==> config.mk <==
export PLATFORM = sky130hd
export DESIGN_NAME = parity_arbiter
export DESIGN_NICKNAME = d
export VERILOG_FILES = /design/src/rtl/parity_arb_pkg.sv /design/src/rtl/parity_accum.sv /design/src/rtl/parity_arbiter.sv
export SDC_FILE = /design/constraint.sdc
export NUM_CORES = 1
export LEC_CHECK = 0
export ABC_AREA = 1
export CAP_MARGIN = 15
export CORE_MARGIN = 3
export CORE_UTILIZATION = 46
export DETAILED_ROUTE_END_ITERATION = 12
export GPL_ROUTABILITY_DRIVEN = 0
export PLACE_DENSITY = 0.89
export SLEW_MARGIN = 20
export SYNTH_ARGS = -nofsm -noshare
export SYNTH_HDL_FRONTEND = slang
export SYNTH_SLANG_ARGS = --single-unit
==> constraint.sdc <==
create_clock -name clk -period 2 [get_ports clk]
set_input_delay 0.4 -clock clk [delete_from_list [all_inputs] [get_ports clk]]
set_output_delay 0.4 -clock clk [all_outputs]
set_load 0.05 [all_outputs]
==> src/rtl/parity_arb_pkg.sv <==
// rtl/parity_arb_pkg.sv - shared state encoding and default widths for the parity arbiter
package parity_arb_pkg;

    typedef enum logic [1:0] {
        IDLE  = 2'd0,
        CLEAR = 2'd1,
        FEED  = 2'd2,
        DONE  = 2'd3
    } state_t;

    localparam int DEF_N_REQ   = 4;
    localparam int DEF_LEN_W   = 4;
    localparam int DEF_TIMEOUT = 15;
    localparam int BYTE_W      = 8;

endpackage

==> src/rtl/parity_accum.sv <==
// rtl/parity_accum.sv - 8-bit XOR parity accumulator with synchronous clear
module parity_accum
    import parity_arb_pkg::*;
(
    input  logic              clk,
    input  logic              reset,
    input  logic              clr,
    input  logic              ld,
    input  logic [BYTE_W-1:0] d,
    output logic [BYTE_W-1:0] parity
);

    // clr wins over ld so a new message never inherits a stale byte
    always_ff @(posedge clk or posedge reset) begin
        if (reset) begin
            parity <= '0;
        end else if (clr) begin
            parity <= '0;
        end else if (ld) begin
            parity <= parity ^ d;
        end
    end

endmodule

==> src/rtl/parity_arbiter.sv <==
// rtl/parity_arbiter.sv - round-robin sharing of one parity accumulator; PARITY_ARB_TIMEOUT_EN adds a mid-message idle abort
module parity_arbiter
    import parity_arb_pkg::*;
#(
    parameter int N_REQ   = DEF_N_REQ,
    parameter int LEN_W   = DEF_LEN_W,
    parameter int TIMEOUT = DEF_TIMEOUT,
    localparam int ID_W   = (N_REQ > 1) ? $clog2(N_REQ) : 1
) (
    input  logic                    clk,
    input  logic                    reset,
    input  logic [N_REQ-1:0]        req,
    input  logic [N_REQ*LEN_W-1:0]  req_len,
    input  logic [N_REQ*BYTE_W-1:0] din,
    input  logic [N_REQ-1:0]        din_valid,
    output logic [N_REQ-1:0]        din_ready,
    output logic [N_REQ-1:0]        gnt,
    output logic                    done,
    output logic [ID_W-1:0]         done_id,
    output logic [BYTE_W-1:0]       result,
    output logic                    err
);

    if (N_REQ < 2 || N_REQ > 8 || TIMEOUT < 1) begin : g_bad_cfg
        $error("parity_arbiter: unsupported N_REQ or TIMEOUT");
    end

    state_t             state;
    logic [ID_W-1:0]    gid;
    logic [ID_W-1:0]    ptr;
    logic [ID_W-1:0]    pick;
    logic               pick_ok;
    logic [LEN_W-1:0]   len;
    logic [LEN_W-1:0]   count;
    logic [BYTE_W-1:0]  byte_sel;
    logic [BYTE_W-1:0]  parity;
    logic               xfer;
    logic               clr;

    function automatic logic [N_REQ-1:0] onehot(input logic [ID_W-1:0] id);
        logic [N_REQ-1:0] v;
        v     = '0;
        v[id] = 1'b1;
        return v;
    endfunction

    // First requesting index at or above ptr, wrapping past N_REQ-1
    always_comb begin
        int              s;
        logic [ID_W-1:0] k;
        s       = 0;
        k       = '0;
        pick    = '0;
        pick_ok = 1'b0;
        for (int i = 0; i < N_REQ; i++) begin
            s = int'(ptr) + i;
            if (s >= N_REQ) s = s - N_REQ;
            k = ID_W'(s);
            if (!pick_ok && req[k]) begin
                pick    = k;
                pick_ok = 1'b1;
            end
        end
    end

    assign byte_sel = din[gid*BYTE_W +: BYTE_W];
    assign xfer     = (state == FEED) && din_valid[gid] && din_ready[gid];
    assign clr      = (state == CLEAR);
    assign result   = parity;

    parity_accum u_accum (
        .clk    (clk),
        .reset  (reset),
        .clr    (clr),
        .ld     (xfer),
        .d      (byte_sel),
        .parity (parity)
    );

`ifdef PARITY_ARB_TIMEOUT_EN
    localparam int IDLE_W = $clog2(TIMEOUT + 1);
    logic [IDLE_W-1:0] idle_cnt;
    logic              err_q;
    assign err = err_q;
`else
    assign err = 1'b0;
`endif

    always_ff @(posedge clk or posedge reset) begin
        if (reset) begin
            state     <= IDLE;
            gnt       <= '0;
            din_ready <= '0;
            done      <= 1'b0;
            done_id   <= '0;
            gid       <= '0;
            ptr       <= '0;
            len       <= '0;
            count     <= '0;
`ifdef PARITY_ARB_TIMEOUT_EN
            idle_cnt  <= '0;
            err_q     <= 1'b0;
`endif
        end else begin
            done <= 1'b0;
            case (state)
                IDLE: begin
                    if (pick_ok) begin
                        gid   <= pick;
                        len   <= req_len[pick*LEN_W +: LEN_W];
                        gnt   <= onehot(pick);
                        state <= CLEAR;
                    end
                end
                CLEAR: begin
                    count <= '0;
`ifdef PARITY_ARB_TIMEOUT_EN
                    idle_cnt <= '0;
                    err_q    <= 1'b0;
`endif
                    if (len == '0) begin
                        done    <= 1'b1;
                        done_id <= gid;
                        state   <= DONE;
                    end else begin
                        din_ready <= onehot(gid);
                        state     <= FEED;
                    end
                end
                FEED: begin
                    if (xfer) begin
                        count <= count + LEN_W'(1);
`ifdef PARITY_ARB_TIMEOUT_EN
                        idle_cnt <= '0;
`endif
                        if ((count + LEN_W'(1)) == len) begin
                            din_ready <= '0;
                            done      <= 1'b1;
                            done_id   <= gid;
                            state     <= DONE;
                        end
                    end
`ifdef PARITY_ARB_TIMEOUT_EN
                    else if (idle_cnt == IDLE_W'(TIMEOUT - 1)) begin
                        din_ready <= '0;
                        done      <= 1'b1;
                        done_id   <= gid;
                        err_q     <= 1'b1;
                        state     <= DONE;
                    end else begin
                        idle_cnt <= idle_cnt + IDLE_W'(1);
                    end
`endif
                end
                DONE: begin
                    gnt   <= '0;
                    ptr   <= (gid == ID_W'(N_REQ - 1)) ? '0 : gid + ID_W'(1);
                    state <= IDLE;
`ifdef PARITY_ARB_TIMEOUT_EN
                    err_q <= 1'b0;
`endif
                end
                default: state <= IDLE;
            endcase
        end
    end

endmodule

# Yosys cells after proc, flatten, opt, wreduce, memory -nomap -nowiden
# Index checks and enable logic that the tools add are counted.
# word_totals
in_bits	58
ff_bits	33
# op_classes
addsub	9
eq_ne	10
reduce_logical	21
magnitude_cmp	12
bitwise	1
muxes	52
shift	2
# op_table
op	n
indexed part select 32 x 6 -> 8 bit	1
2-to-1 mux 2 bit	15
case mux 4 bit (2 select lines)	3
2-to-1 mux 4 bit	5
less-than comparator 2 x 3 -> 1 bit, second input constant	6
2-to-1 mux 1 bit	16
2-to-1 mux 8 bit	2
indexed part select 16 x 5 -> 4 bit	1
binary-select mux 1 bit (select 2 bit)	6
greater-or-equal comparator 3 bit, second input constant	3
case mux 2 bit (4 select lines)	1
AND reduction 4 bit	2
subtractor 2 x 1 -> 2 bit, second input constant	4
XOR 8 bit	1
logical AND 1 bit	7
adder 2 x 2 -> 3 bit, second input constant	2
== test 2 bit, second input constant	3
!= test 2 x 1 -> 1 bit, second input constant	3
AND reduction 2 bit	3
nonzero test 2 bit	3
adder 4 x 1 -> 4 bit, second input constant	1
demux 1 bit (select 2 bit)	2
== test 4 bit	1
greater-or-equal comparator 2 x 1 -> 1 bit, second input constant	2
other kinds (11)	14

# Longest topological paths before layout
# Gate-level depths: netlist of run 1.
# depth
word_depth	20
mapped_depth	16
mapped_depth_nobuf	15

# By module
# Synthesis of run 1 repeated with hierarchy kept, for this count alone.
# hier_totals
cells_unflattened	330
area_unflattened_um2	2431.1
# by_module_without_submodules
mod	instances	area_per_inst_um2	seq_area_each_um2	cells_per_inst
parity_arbiter	1	2042.0	625.6	286
parity_accum	1	389.1	200.2	44

# Worst setup path after synthesis of run 1
# OpenSTA, ideal clock, no wires.
# synth_path
path_kind	register -> register
from	reg count[0]
to	reg din_ready[3]
stages_incl_launch_ff	9
arrival_ns	1.637
t_required_ns	1.871
setup_time_ns	0.129
slack_ns	0.234
path_cell_list	dfrtp_1 -> ha_1 -> or2_2 -> a21oi_1 -> nand3b_1 -> nand2_1 -> nand3b_1 -> nand2_1 -> o21ai_0
# synth_via
elab_chain_len	4
# synth_rtl
item	line	source
from (decl)	parity_arbiter.sv:34	logic [LEN_W-1:0] count;
from (signal assigned)	parity_arbiter.sv:132	count <= count + LEN_W'(1);
adder 4 x 1 -> 4 bit	parity_arbiter.sv:136	if ((count + LEN_W'(1)) == len) begin
== test 4 bit	parity_arbiter.sv:136	
!= test 2 x 1 -> 1 bit (no source line)	n/a	
AND reduction 4 bit (no source line)	n/a	
to (signal assigned)	parity_arbiter.sv:126	din_ready <= onehot(gid);
to (decl)	parity_arbiter.sv:16	output logic [N_REQ-1:0] din_ready,
# Every way passes these cells.
# A chain may end at the register's enable or synchronous reset.

# Worst setup path after layout of run 1
# layout_path
from	reg din_ready[3]
to	out din_ready[3]
# No word-level cell between the ends.

==> summary.md, run 1 <==
| Metric | Value |
|---|---|
| Status | complete, no violations |
| Gr usage total | 22.3% |
| Synth Flop Type | dfrtp_1 |
| N_diodes | 0 |
| Layout Nets | 489 |
| Post-synth ARST share | 100% |
| Worst-path clk slew | 0.07 ns |
| Routed vias | 2,499 |
| H-tree levels | 2 |
| Top delay family on crit path | buffers and inverters |
| Skew final | 0.00433 ns |
| Largest area contributor in the netlist | dfrtp_1 |
| Area share of the leading cell type in the synthesized netlist | 35.0% |
| Later-pin clock latency in the skew report | 0.29 ns |
| FF/Latch Area | 828 sq um |
| Detail Placement HPWL | 5060 um |
| Min Tclk post-route | 1.89 ns |
| Critical Path RT | 1.60 ns |
| Achievable Freq | 0.530 GHz |
| Final ANT Viol Nets | 0 |
| Syn-to-layout area delta | 46.5% |
| Starting DRC count in detailed routing | 165 |
| Final non-filler cell total | 490 |
| Post-synthesis sequential area ratio | 35.0% |
| WP buf/inv | 1 |
| Vias in the first global route | 2,427 |
| Multi-input gate area | 1390 sq um |
| Most common cell after layout, fill and taps aside | nand2_1 |
| Die area | 6030 sq um |
| DP Cell Count | 479 |
| IO Pins | 78 |
| Die Ht | 77.6 um |
| Slew Viols, Final | 0 |
| CTS sink count | 33 |
| Static Leak | 1.63 nW |
| GR Overflow Total | 0 |
| # fillers | 373 |
| Cells after Synth | 325 |
| CP Capture Type | output pin |
| Vias per cell | 5.10 |
| Netlist cell types | 35 |
| First-pass GRT wire length | 10,800 um |
| Crit path largest cell delay | 0.81 ns |
| DRC Markers | 0 |
| Antenna violations before repair | 0 |
| Max Buffers Root-to-Sink | 2 |
| Slew HR | 64.6% |
| Worst path slowest cell | clkdlybuf4s50_1 |
| Core Region | 4850 sq um |
| Total power | 0.00593 W |
| Routed wire length per instance | 13.4 um |
| Synth Area per Inst | 7.26 sq um |
| Fin crit share | 94.3% |
| Final setup fails | 0 |
| Post-synthesis net count | 392 |
| Worst Tran Pin Value | 0.530 ns |
| Rows | 25 |
| Crit path max fanout | 3 |
| Die span in x | 77.6 um |
| TritonRoute pass-1 iters | 5 |
| Largest cells by area after synthesis | dfrtp_1 35%, nand2_1 14%, o21ai_0 6.6%, ha_1 4.8%, nand3_1 4.5% |
| Layout cells sized above 1 | 16.8% |
| Pwr per Cell Area | 1710 nW/um^2 |
| Num CTS Buffers | 5 |
| Max-cap violations | 0 |
| CP cell instances | clkdlybuf4s50_1 |
| Pin count of the biggest net entering global routing | 34 |
| Number of synthesized flops with an enable pin | 0 |
| WS Path Type | flip-flop to output pin |
| Startpoint Class | flip-flop |
| CTS tree | done |
| Final Routed Wirelength | 6580 um |
| Post-Synthesis Cell Area | 2360 sq um |
| Clk root buf | clkbuf_8 |
| Yosys warns | 0 |
| CP Data Arrival Time | 1.49 ns |
| Initial Utilization | 48.7% |
| Final hold vios | 0 |
| #FFs+latches synth | 33 |
| Peak supply drop | 0.000889 V |
| Leading cell types in the layout, fill and taps excluded | 86 x nand2_1, 76 x clkdlybuf4s50_1, 31 x dfrtp_1 |
| PortBufs | 76 |
| Worst hold path class | primary input to asynchronous set/reset pin |
area by class of cell:
type	instances	area share, %
Clock buffer	7	2.78
Clock inverter	1	0.145
Inverter	28	3.22
Multi-Input combinational cell	253	40.1
Sequential cell	33	23.9
Tap cell	67	2.42
Timing Repair Buffer	101	27.4
stage by stage:
stage                     setup TNS (ns)  area [sq um]  util (%)  hold slack, ns  setup WS, ns
after floorplan                        0          2360         -           0.472         0.234
after global placement            -0.548          3310      68.2           0.469       -0.0792
after detailed placement           -1.67          3310      68.2           0.485        -0.183
after CTS                              0          3410      70.3           0.495        0.0952
after global routing            -0.00705          3460      71.4           0.521      -0.00631
final                                  0          3460      71.4           0.488         0.115
registers in the layout (all words and copies together), names as in the netlist:
| signal | flops |
|---|---|
| len | 4 |
| done | 1 |
| count | 4 |
| state | 2 |
| ptr | 2 |
| gid | 2 |
| din_ready | 4 |
| done_id | 2 |
| gnt | 4 |
| u_accum.parity | 8 |
synth_stat cells, types with 3 or more instances:
cell type / n
a21oi_1: 10
nand2_2: 13
nand2_4: 7
o21ai_0: 31
nand2_1: 86
dfrtp_1: 33
nor2_1: 24
nand3_1: 21
clkbuf_1: 7
ha_1: 9
and3_1: 8
o22ai_1: 14
inv_1: 25
nor3_1: 8
xnor2_1: 3
layer usage:
metal | track usage, % | up-vias | wire (um)
li1 | - | 1265 | -
met1 | 26.6 | 1157 | 2750
met2 | 38.6 | 70 | 3400
met3 | 5.45 | 7 | 357
met4 | 8.19 | 0 | 73
met5 | 0 | - | 0
kinds of logic (layout without fill, tap and decap cells):
kind of cell,after synthesis,count (layout),share of synthesized area (%)
AOI/OAI and AO/OA,59,59,13.8
other,1,1,0.159
DFF,33,33,35.0
adders and majority gates,9,9,4.77
buffers and inverters,39,137,7.21
xor gates and xnor gates,5,5,1.86
and+or+nand+nor,179,179,37.2
path summary, 6_finish.rpt:
kind	from	endpoint	slack (ns)	cells after the start
max	din_ready[3]	din_ready[3]	0.11	1
min in group clk	done_id[0]	done_id[0]	0.51	2
max in group asynchronous	reset	ptr[0]	1.20	3
max reg2reg	count[0]	din_ready[2]	0.14	8
min reg2reg	done_id[0]	done_id[0]	0.51	2
min	reset	count[1]	0.49	3
power by group:
| part | switching [W] | internal, W | total, W |
|---|---|---|---|
| sequential | 0.000275 | 0.000945 | 0.00122 |
| combinational | 0.00257 | 0.00157 | 0.00414 |
| clock | 0.000250 | 0.000311 | 0.000561 |
| total | 0.00310 | 0.00283 | 0.00593 |
what timing repair did:
item                       in CTS  in global routing
hold buffers                    0                  0
setup endpoints to repair       3                 16
pin swaps                       0                  4
resized for setup               1                  9
buffers inserted                0                  3
Note: power is estimated with default switching activity, not from simulation.
==> run 2, diff against run 1 <==
- HOLD_SLACK_MARGIN: default -> 0.1
==> results of run 2 <==
No change in the layout: final DEF, timing and power equal those of run 1.
==> run 3, diff against run 2 <==
- CTS_CLUSTER_DIAMETER: default -> 150
- TNS_END_PERCENT: default -> 10
==> summary.md, run 3 (synthesis results as in run 1) <==
| Metric | Value |
|---|---|
| Status | complete, no violations |
| Layout Nets | 489 (unchanged) |
| Clk root buf | clkbuf_8 |
| Skew final | 0.00369 ns (-0.000643 ns) |
| Most common cell after layout, fill and taps aside | nand2_1 |
| Final Routed Wirelength | 6580 um (about the same) |
| Fin crit share | 94.1% (-0.13 points) |
| Core Region | 4850 sq um (unchanged) |
| Pin count of the biggest net entering global routing | 34 (unchanged) |
| Syn-to-layout area delta | 46.5% (unchanged) |
| Worst path slowest cell | clkdlybuf4s50_1 |
| N_diodes | 0 (unchanged) |
| Startpoint Class | flip-flop |
| Final setup fails | 0 (unchanged) |
| Routed wire length per instance | 13.4 um (about the same) |
| Routed vias | 2,497 (-0.080%) |
| Vias in the first global route | 2,427 (unchanged) |
| Worst hold path class | primary input to asynchronous set/reset pin |
| Static Leak | 1.63 nW (about the same) |
| First-pass GRT wire length | 10,800 um (unchanged) |
| CTS tree | done |
| Crit path max fanout | 3 (unchanged) |
| # hold bufs at CTS | 0 (unchanged) |
| Detail Placement HPWL | 5060 um (unchanged) |
| WS Path Type | flip-flop to output pin |
| Final hold slack | 0.488 ns (+0.0000680 ns) |
| Final non-filler cell total | 490 (unchanged) |
| Num CTS Buffers | 5 (unchanged) |
| Max reg flops | 8 (unchanged) |
| H-tree levels | 2 (unchanged) |
| RSZ-0062 raised after global routing | true |
| Starting DRC count in detailed routing | 167 (+1.2%) |
| Min Tclk post-route | 1.88 ns (-0.00257 ns) |
| Antenna violations before repair | 0 (unchanged) |
| Slew HR | 64.6% (unchanged) |
| Slew Viols, Final | 0 (unchanged) |
| GR Overflow Total | 0 (unchanged) |
| Die span in x | 77.6 um (unchanged) |
| PortBufs | 76 (unchanged) |
| Worst Tran Pin Value | 0.530 ns (-0.000000894 ns) |
| Peak supply drop | 0.000881 V (-0.89%) |
| TritonRoute pass-1 iters | 4 (-1) |
| Die Ht | 77.6 um (unchanged) |
| Initial Utilization | 48.7% (unchanged) |
| Critical Path RT | 1.60 ns (about the same) |
| CP Data Arrival Time | 1.48 ns (about the same) |
| Top delay family on crit path | buffers and inverters |
| Leading cell types in the layout, fill and taps excluded | 86 x nand2_1, 76 x clkdlybuf4s50_1, 31 x dfrtp_1 |
| Gr usage total | 22.3% (unchanged) |
| Crit path largest cell delay | 0.81 ns (about the same) |
| WP buf/inv | 1 (unchanged) |
| Later-pin clock latency in the skew report | 0.29 ns (about the same) |
| Final hold vios | 0 (unchanged) |
| Max-cap violations | 0 (unchanged) |
| CP Capture Type | output pin |
| CTS sink count | 33 (unchanged) |
| Final ANT Viol Nets | 0 (unchanged) |
| DP Cell Count | 479 (unchanged) |
| Layout cells sized above 1 | 16.5% (-0.24 points) |
| DRC Markers | 0 (unchanged) |
| CP cell instances | clkdlybuf4s50_1 |
| Die area | 6030 sq um (unchanged) |
| R2R Setup Slk | 0.14 ns (about the same) |
| Achievable Freq | 0.531 GHz (+0.14%) |
| Reg2reg start | count[0] |
| Vias per cell | 5.10 (about the same) |
| IO Pins | 78 (unchanged) |
| Worst-path clk slew | 0.07 ns (about the same) |
| FF-to-FF End | din_ready[2] |
| Largest Register | u_accum.parity |
| Rows | 25 (unchanged) |
| Max Buffers Root-to-Sink | 2 (unchanged) |
| Reg2Reg Depth | 8 (unchanged) |
| Pwr per Cell Area | 1710 nW/um^2 (about the same) |
| # fillers | 373 (unchanged) |
run 3: cell counts in the layout (fill, tap and decap cells not counted):
No cell type changed its count.
run 3: worst max-delay path by stage:
stage | from | end | slack, ns | cells after the start
2_1_floorplan | count[0] | din_ready[3] | 0.23 | 8
3_3_place_gp | req[0] | len[2] | -0.08 | 15
3_5_place_dp | req[0] | len[2] | -0.18 | 15
4_1_cts | count[1] | din_ready[2] | 0.1 | 8
5_1_grt | req[0] | len[1] | -0.03 | 14
6_report | din_ready[0] | din_ready[0] | 0.12 | 1
run 3: layout make-up:
type	count	area, sq um	share of cell area, %
Clock buffer	7	96.3	2.78
Clock inverter	1	5.00	0.145
Inverter	28	111	3.22
Multi-Input combinational cell	253	1390	40.1
Sequential cell	33	828	23.9
Tap cell	67	83.8	2.42
Timing Repair Buffer	101	948	27.4
run 3: metal layers:
metal  up-vias  wire length (um)  part of all wire [%]  track usage, %
li1       1265                 -                     -               -
met1      1159              2770                    42            26.6
met2        66              3390                    52            38.6
met3         7               339                   5.2            5.45
met4         0                73                   1.1            8.19
met5         -                 0                     0               0
run 3: stage by stage:
stage | power [W] | cell area, sq um | setup WS, ns | TNS [ns] | util [%]
2_1_floorplan | 0.00400 | 2360 | 0.234 | 0 | -
3_3_place_gp | 0.00506 | 3310 | -0.0792 | -0.548 | 68.2
3_5_place_dp | 0.00520 | 3310 | -0.183 | -1.67 | 68.2
4_1_cts | 0.00580 | 3410 | 0.0952 | 0 | 70.3
5_1_grt | 0.00642 | 3460 | -0.0311 | -0.0671 | 71.4
6_report | 0.00593 | 3460 | 0.117 | 0 | 71.4
run 3: power breakdown:
group	switching (W)	internal, W	total, W	leakage (nW)
clock network	0.000253	0.000311	0.000564	0.0542
logic	0.00257	0.00157	0.00414	1.15
registers	0.000275	0.000945	0.00122	0.432
total	0.00310	0.00283	0.00593	1.63
run 3: repair_timing:
action,4_1_cts,5_1_grt
pin swaps,0,4
cloned,0,0
setup buffers,0,3
gates resized for setup,1,8
endpoints found under the setup margin,3,16
